$ cat src/rtl/sram_fifo_arbiter_if.sv
// Handshake and FIFO-side bundle for the SRAM FIFO arbiter.
// The slave modport is the arbiter's view. The master modport is the view of the requesters and the FIFO.
interface sram_fifo_arbiter_if #(
    parameter int BITS  = 8,
    parameter int CNT_W = 4
);
    logic             wr0_valid;
    logic [BITS-1:0]  wr0_data;
    logic             wr0_ready;
    logic             wr1_valid;
    logic [BITS-1:0]  wr1_data;
    logic             wr1_ready;
    logic             rd_req;
    logic             rd_ack;
    logic             rd_valid;
    logic [BITS-1:0]  rd_data;
    logic             fifo_rd;
    logic             fifo_wr;
    logic [BITS-1:0]  fifo_wdata;
    logic [BITS-1:0]  fifo_rdata;
    logic [CNT_W-1:0] count;
    logic             full;
    logic             empty;

    modport slave (
        input  wr0_valid, wr0_data, wr1_valid, wr1_data, rd_req, fifo_rdata,
        output wr0_ready, wr1_ready, rd_ack, rd_valid, rd_data,
               fifo_rd, fifo_wr, fifo_wdata, count, full, empty
    );

    modport master (
        output wr0_valid, wr0_data, wr1_valid, wr1_data, rd_req, fifo_rdata,
        input  wr0_ready, wr1_ready, rd_ack, rd_valid, rd_data,
               fifo_rd, fifo_wr, fifo_wdata, count, full, empty
    );
endinterface

$ cat src/rtl/sram_fifo_arbiter.sv
// Round-robin arbiter that shares one single-port SRAM FIFO between two writers and one reader.
// It tracks occupancy so that the unprotected FIFO never receives a write when full or a read when empty.
module sram_fifo_arbiter #(
    parameter int BITS   = 8,
    parameter int DEPTH  = 8,
    parameter int CNT_W  = 4,
    parameter int RD_LAT = 2
) (
    input logic                clk,
    input logic                rst,
    sram_fifo_arbiter_if.slave bus
);
    typedef enum logic [1:0] {SRC_W0, SRC_W1, SRC_R} srcT;

    srcT              rrPtr;
    logic [CNT_W-1:0] occupancy;
    logic [RD_LAT-1:0] rdPipe;
    logic             isFull;
    logic             isEmpty;
    logic             eligW0;
    logic             eligW1;
    logic             eligR;
    logic             grantW0;
    logic             grantW1;
    logic             grantR;
    logic [BITS-1:0]  writeWord;

    assign isFull  = (occupancy == CNT_W'(DEPTH));
    assign isEmpty = (occupancy == '0);
    assign eligW0  = bus.wr0_valid & ~isFull;
    assign eligW1  = bus.wr1_valid & ~isFull;
    assign eligR   = bus.rd_req & ~isEmpty;

    assign bus.count     = occupancy;
    assign bus.full      = isFull;
    assign bus.empty     = isEmpty;
    assign bus.wr0_ready = grantW0;
    assign bus.wr1_ready = grantW1;
    assign bus.rd_ack    = grantR;
    assign writeWord     = grantW1 ? bus.wr1_data : bus.wr0_data;

    // Grant the first eligible source, scanning the ring from the current round-robin pointer.
    always_comb begin
        grantW0 = 1'b0;
        grantW1 = 1'b0;
        grantR  = 1'b0;
        case (rrPtr)
            SRC_W0: begin
                if (eligW0)      grantW0 = 1'b1;
                else if (eligW1) grantW1 = 1'b1;
                else if (eligR)  grantR  = 1'b1;
            end
            SRC_W1: begin
                if (eligW1)      grantW1 = 1'b1;
                else if (eligR)  grantR  = 1'b1;
                else if (eligW0) grantW0 = 1'b1;
            end
            default: begin
                if (eligR)       grantR  = 1'b1;
                else if (eligW0) grantW0 = 1'b1;
                else if (eligW1) grantW1 = 1'b1;
            end
        endcase
    end

    // The read pipe carries one flag per granted read. Its output lines up with the cycle
    // in which the SRAM word is presented, so back-to-back reads return back-to-back.
    always_ff @(posedge clk or posedge rst) begin
        if (rst) begin
            rrPtr          <= SRC_W0;
            occupancy      <= '0;
            rdPipe         <= '0;
            bus.fifo_wr    <= 1'b0;
            bus.fifo_rd    <= 1'b0;
            bus.fifo_wdata <= '0;
            bus.rd_valid   <= 1'b0;
            bus.rd_data    <= '0;
        end else begin
            bus.fifo_wr <= grantW0 | grantW1;
            bus.fifo_rd <= grantR;
            if (grantW0 | grantW1) begin
                bus.fifo_wdata <= writeWord;
                occupancy      <= occupancy + 1'b1;
            end else if (grantR) begin
                occupancy      <= occupancy - 1'b1;
            end

            if (grantW0)      rrPtr <= SRC_W1;
            else if (grantW1) rrPtr <= SRC_R;
            else if (grantR)  rrPtr <= SRC_W0;

            rdPipe[0] <= grantR;
            for (int i = 1; i < RD_LAT; i++) rdPipe[i] <= rdPipe[i-1];
            bus.rd_valid <= rdPipe[RD_LAT-1];
            if (rdPipe[RD_LAT-1]) bus.rd_data <= bus.fifo_rdata;
        end
    end
endmodule

$ cat src/flat_wrapper.sv
// flat-port wrapper written by rule: the top's interface ports become plain ports
module sram_fifo_arbiter_flat 
#(
    parameter int BITS   = 8,
    parameter int DEPTH  = 8,
    parameter int CNT_W  = 4,
    parameter int RD_LAT = 2
)
  (clk, rst, bus_wr0_valid, bus_wr0_data, bus_wr1_valid, bus_wr1_data, bus_rd_req, bus_fifo_rdata, bus_wr0_ready, bus_wr1_ready, bus_rd_ack, bus_rd_valid, bus_rd_data, bus_fifo_rd, bus_fifo_wr, bus_fifo_wdata, bus_count, bus_full, bus_empty);
  sram_fifo_arbiter_if #(.BITS(BITS), .CNT_W(CNT_W)) bus_i ();
  input logic clk;
  input logic rst;
  input wire logic [$bits(bus_i.wr0_valid)-1:0] bus_wr0_valid;
  input wire logic [$bits(bus_i.wr0_data)-1:0] bus_wr0_data;
  input wire logic [$bits(bus_i.wr1_valid)-1:0] bus_wr1_valid;
  input wire logic [$bits(bus_i.wr1_data)-1:0] bus_wr1_data;
  input wire logic [$bits(bus_i.rd_req)-1:0] bus_rd_req;
  input wire logic [$bits(bus_i.fifo_rdata)-1:0] bus_fifo_rdata;
  output wire logic [$bits(bus_i.wr0_ready)-1:0] bus_wr0_ready;
  output wire logic [$bits(bus_i.wr1_ready)-1:0] bus_wr1_ready;
  output wire logic [$bits(bus_i.rd_ack)-1:0] bus_rd_ack;
  output wire logic [$bits(bus_i.rd_valid)-1:0] bus_rd_valid;
  output wire logic [$bits(bus_i.rd_data)-1:0] bus_rd_data;
  output wire logic [$bits(bus_i.fifo_rd)-1:0] bus_fifo_rd;
  output wire logic [$bits(bus_i.fifo_wr)-1:0] bus_fifo_wr;
  output wire logic [$bits(bus_i.fifo_wdata)-1:0] bus_fifo_wdata;
  output wire logic [$bits(bus_i.count)-1:0] bus_count;
  output wire logic [$bits(bus_i.full)-1:0] bus_full;
  output wire logic [$bits(bus_i.empty)-1:0] bus_empty;
  assign bus_i.wr0_valid = bus_wr0_valid;
  assign bus_i.wr0_data = bus_wr0_data;
  assign bus_i.wr1_valid = bus_wr1_valid;
  assign bus_i.wr1_data = bus_wr1_data;
  assign bus_i.rd_req = bus_rd_req;
  assign bus_i.fifo_rdata = bus_fifo_rdata;
  assign bus_wr0_ready = bus_i.wr0_ready;
  assign bus_wr1_ready = bus_i.wr1_ready;
  assign bus_rd_ack = bus_i.rd_ack;
  assign bus_rd_valid = bus_i.rd_valid;
  assign bus_rd_data = bus_i.rd_data;
  assign bus_fifo_rd = bus_i.fifo_rd;
  assign bus_fifo_wr = bus_i.fifo_wr;
  assign bus_fifo_wdata = bus_i.fifo_wdata;
  assign bus_count = bus_i.count;
  assign bus_full = bus_i.full;
  assign bus_empty = bus_i.empty;
  sram_fifo_arbiter #(.BITS(BITS), .DEPTH(DEPTH), .CNT_W(CNT_W), .RD_LAT(RD_LAT)) u_core (.clk(clk), .rst(rst), .bus(bus_i));
endmodule
$ cat config.mk
export PLATFORM = sky130hd
export DESIGN_NAME = sram_fifo_arbiter_flat
export DESIGN_NICKNAME = d
export VERILOG_FILES = /design/src/rtl/sram_fifo_arbiter_if.sv /design/src/rtl/sram_fifo_arbiter.sv /design/src/flat_wrapper.sv
export SDC_FILE = /design/constraint.sdc
export NUM_CORES = 1
export LEC_CHECK = 0
export ABC_AREA = 1
export BUFFER_PORTS_ARGS = -buffer_cell sky130_fd_sc_hd__buf_4
export CAP_MARGIN = 15
export CORE_MARGIN = 8
export CORE_UTILIZATION = 40
export CTS_BUF_LIST = sky130_fd_sc_hd__clkbuf_8
export DETAILED_ROUTE_END_ITERATION = 10
export GPL_ROUTABILITY_DRIVEN = 0
export PLACE_DENSITY = 0.69
export REMOVE_ABC_BUFFERS = 1
export SETUP_SLACK_MARGIN = 0.02
export SKIP_LAST_GASP = 1
export SYNTH_ARGS = -nofsm -noshare
export SYNTH_HDL_FRONTEND = slang
export SYNTH_SLANG_ARGS = --single-unit
export TNS_END_PERCENT = 50
$ cat constraint.sdc
create_clock -name clk -period 2.1 [get_ports clk]
set_input_delay 0.105 -clock clk [delete_from_list [all_inputs] [get_ports clk]]
set_output_delay 0.105 -clock clk [all_outputs]
set_load 0.02 [all_outputs]
==> summary.md <==
| Metric | Value |
|---|---|
| Critical Path Source Type | `flop` |
| Clk_lat worst skew | `roughly 270 ps` |
| #FFs+latches synth | `26` |
| Final nets | `229` |
| Core area | `3050 µm²` |
| Most common cell after layout, fill and taps aside | `buf_4` |
| Power, Total | `a little over 3 mW` |
| Status | `finished clean` |
| DR DRC count | `0` |
| Chip Width | `about 73 µm` |
| Post-synth EDFFs | `0` |
| Synthesized instance count | `132` |
| First DRT Iteration DRCs | `37` |
| Prevailing post-synth register cell | `dfrtp_1` |
| Synthesized area | `1280 µm²` |
| Yosys top cell area share | `0.506` |
| Critical path class | `reg -> reg` |
| Hold endpoint | `u_core.bus.rd_data[3]` |
| Unrepaired setup endpoints after global routing | `false` |
| CTS buffer count | `3` |
| Mean Syn Cell Area | `between 9 and 10 µm²` |
| P&R area growth vs syn | `45.4%` |
| Buffers added on ports | `between 50 and 60` |
| Sequential fraction of the synthesis area | `0.506` |
| Worst reg-to-reg path cell count | `16` |
| Largest net degree at the start of global routing | `27` |
| Crit. End Element | `flop` |
| Ys async rst share | `1.00` |
| Global-route wire length before repair | `roughly 5600 µm` |
| Leakage | `0.973 nW` |
| Starting Density | `0.421` |
| Max-slew violations | `0` |
| R2r setup slk | `160 ps` |
| Detailed-route via count | `1146` |
| Arrival @ worst endpoint | `2110 ps` |
| Fmax | `515 MHz` |
| Max VDD drop | `806 µV` |
| # setup viols final | `0` |
| Clk pwr share | `0.104` |
| Final WL | `3550 µm` |
| Worst min path class | `in -> reg` |
| WHS Path Cells | `2` |
| Synth top area cells | `dfrtp_1 (51%), mux2_2 (7.0%), nand2_1 (6.7%)` |
| Clk root buf | `clkbuf_8` |
| Initial antenna violation count | `0` |
| Most frequent cells in the layout | `buf_4 (65), dfrtp_1 (24), nand2_1 (22), a21oi_1 (16), nor2_1 (10)` |
| Cell-internal power | `1.72 mW` |
| Worst r2r src | `u_core.bus.count[0]` |
| Number of fill cells | `261` |
| Placed Instance Area | `roughly 1800 µm²` |
| Max-cap violation count | `0` |
| Logic gate share of total power | `0.597` |
| Sw Pwr | `1.39 mW` |
| Fin crit share | `0.925` |
| Worst-path fanout max | `6` |
| Min Tclk post-route | `around 1900 ps` |
| Drt via density | `around 4.7` |
| Worst-path clk slew | `about 90 ps` |
| Clock tree buffer depth | `2` |
| Slew headroom | `0.775` |
| DPL Wire Length | `2830 µm` |
| Routed len/inst | `14.7 µm` |
| WP data required | `2270 ps` |
| FF-to-FF End | `u_core.bus.count[2]` |
| FP Rows | `20` |
| Switching share of power | `0.447` |
| Setup TNS | `0 ps` |
| Final ANT Viol Nets | `0` |
| All-Layer GR Usage | `0.131` |
| Total grt overflow | `0` |
| Clock skew | `5.15 ps` |
| Synth area leader | `dfrtp_1` |
| I/O Pins | `between 50 and 60` |
| Pwr/cell area | `1660 nW/µm²` |
| First-pass detailed-route iteration total | `4` |
| Worst hold start | `bus_fifo_rdata[3]` |
| H-tree Lvls | `1` |
| Least-Margin Pin Slew | `roughly 340 ps` |
| Final hold violation count | `0` |
| # clock sinks | `26` |
| Flop pwr share | `0.299` |
| Antenna fix cells | `0` |
| Die H | `~73 µm` |
| Vias in the first global route | `1239` |
| Die area | `5280 µm²` |
| CTS tree | `done` |
| Syn. warnings | `0` |
| Library cells used by synthesis | `23` |
| Layout cells sized above 1 | `0.520` |
| Final instance area | `1870 µm²` |
## cells in the mapped netlist (3+ instances only)
cell	count
dfrtp_1	26
nand2_1	23
a21oi_1	17
nor2_1	10
inv_1	9
mux2_2	8
nand2_2	6
nand3_1	6
o21ai_1	4
inv_2	3
nand2_4	3
nand3_2	3
## state kept, by name, summed over array words and instances, names as in the netlist
signal                 count
u_core.bus.rd_data         8
u_core.bus.count           4
u_core.rrPtr               2
u_core.rdPipe              2
u_core.bus.fifo_wdata      8
u_core.bus.rd_valid        1
u_core.bus.fifo_wr         1
## power by group through the flow
stage | Sequential (mW) | Clock, mW | Combinational, mW
floorplan | 1.20 | 0 | 0.798
global placement | 0.930 | 0 | 1.73
detailed placement | 0.946 | 0 | 1.78
CTS | 0.937 | 0.333 | 1.79
global route | 0.960 | 0.349 | 2.02
finish | 0.930 | 0.322 | 1.86
## routing by layer
layer / vias to the layer above / wire (µm) / GRT usage / part of all wire
li1: 557 / - / - / -
met1: 537 / 1500 / 0.145 / 0.42
met2: 46 / 1710 / 0.228 / 0.48
met3: 6 / 294 / 0.0412 / 0.083
met4: 0 / 53 / 0.0511 / 0.015
met5: - / 0 / 0 / 0
## cells by family (layout without fill, tap and decap cells)
| group | count (synthesis) | count (layout) | share of synthesized area |
|---|---|---|---|
| mux | 8 | 8 | 0.0701 |
| xor+xnor | 1 | 1 | 0.00682 |
| buf+inv | 17 | 83 | 0.0662 |
| fa+ha+maj | 1 | 1 | 0.00974 |
| flops | 26 | 26 | 0.506 |
| simple gates | 57 | 57 | 0.253 |
| compound gates | 22 | 22 | 0.0876 |
## worst max path at each step
stage	start	to	cells after the start
global placement	u_core.bus.count[0]	u_core.bus.count[2]	16
global route	u_core.bus.count[3]	u_core.bus.count[2]	17
finish	u_core.bus.count[0]	u_core.bus.count[2]	16
floorplan	u_core.bus.count[1]	u_core.bus.count[2]	16
CTS	u_core.bus.count[3]	bus_rd_ack	11
detailed placement	u_core.bus.count[0]	u_core.bus.count[2]	16
## area by class of cell
class	instances	area (µm²)	area share
Clock buffer	4	55.1	0.0295
Inverter	13	51.3	0.0275
Multi-Input combinational cell	89	556	0.297
Sequential cell	26	653	0.350
Tap cell	44	55.1	0.0295
Timing Repair Buffer	66	498	0.267
## critical path: stages, from the launching register on
cell     delay (ps)
dfrtp_2         430
nor2_4          180
nand2_2         100
nand2_2          90
nand2_1          70
nand2_2          70
nand2_4          60
nand3_4          80
inv_2            50
nand2_2          60
nand2_1          50
ha_1            180
inv_1            70
nand2_1          70
nand2_2          70
nand3_1          70
nor2b_1         130
## repair_timing
action / 4_1_cts / 5_1_grt
buffers inserted: 0 / 4
endpoints found under the hold margin: 26 / 0
setup endpoints to repair: 0 / 2
hold buffers: 1 / 0
gates resized for setup: 0 / 5
## stage by stage
stage / worst slack (ps) / cells / hold slack, ps / utilization
detailed placement: 140 / 233 / 192 / 0.578
floorplan: 19.6 / 128 / 145 / -
CTS: 116 / 238 / 55.6 / 0.599
global route: 9.53 / 242 / 62.1 / 0.612
finish: 157 / 242 / 59.5 / 0.612
global placement: 256 / 233 / 183 / 0.578
No activity file was read; power rests on OpenSTA's default activity.
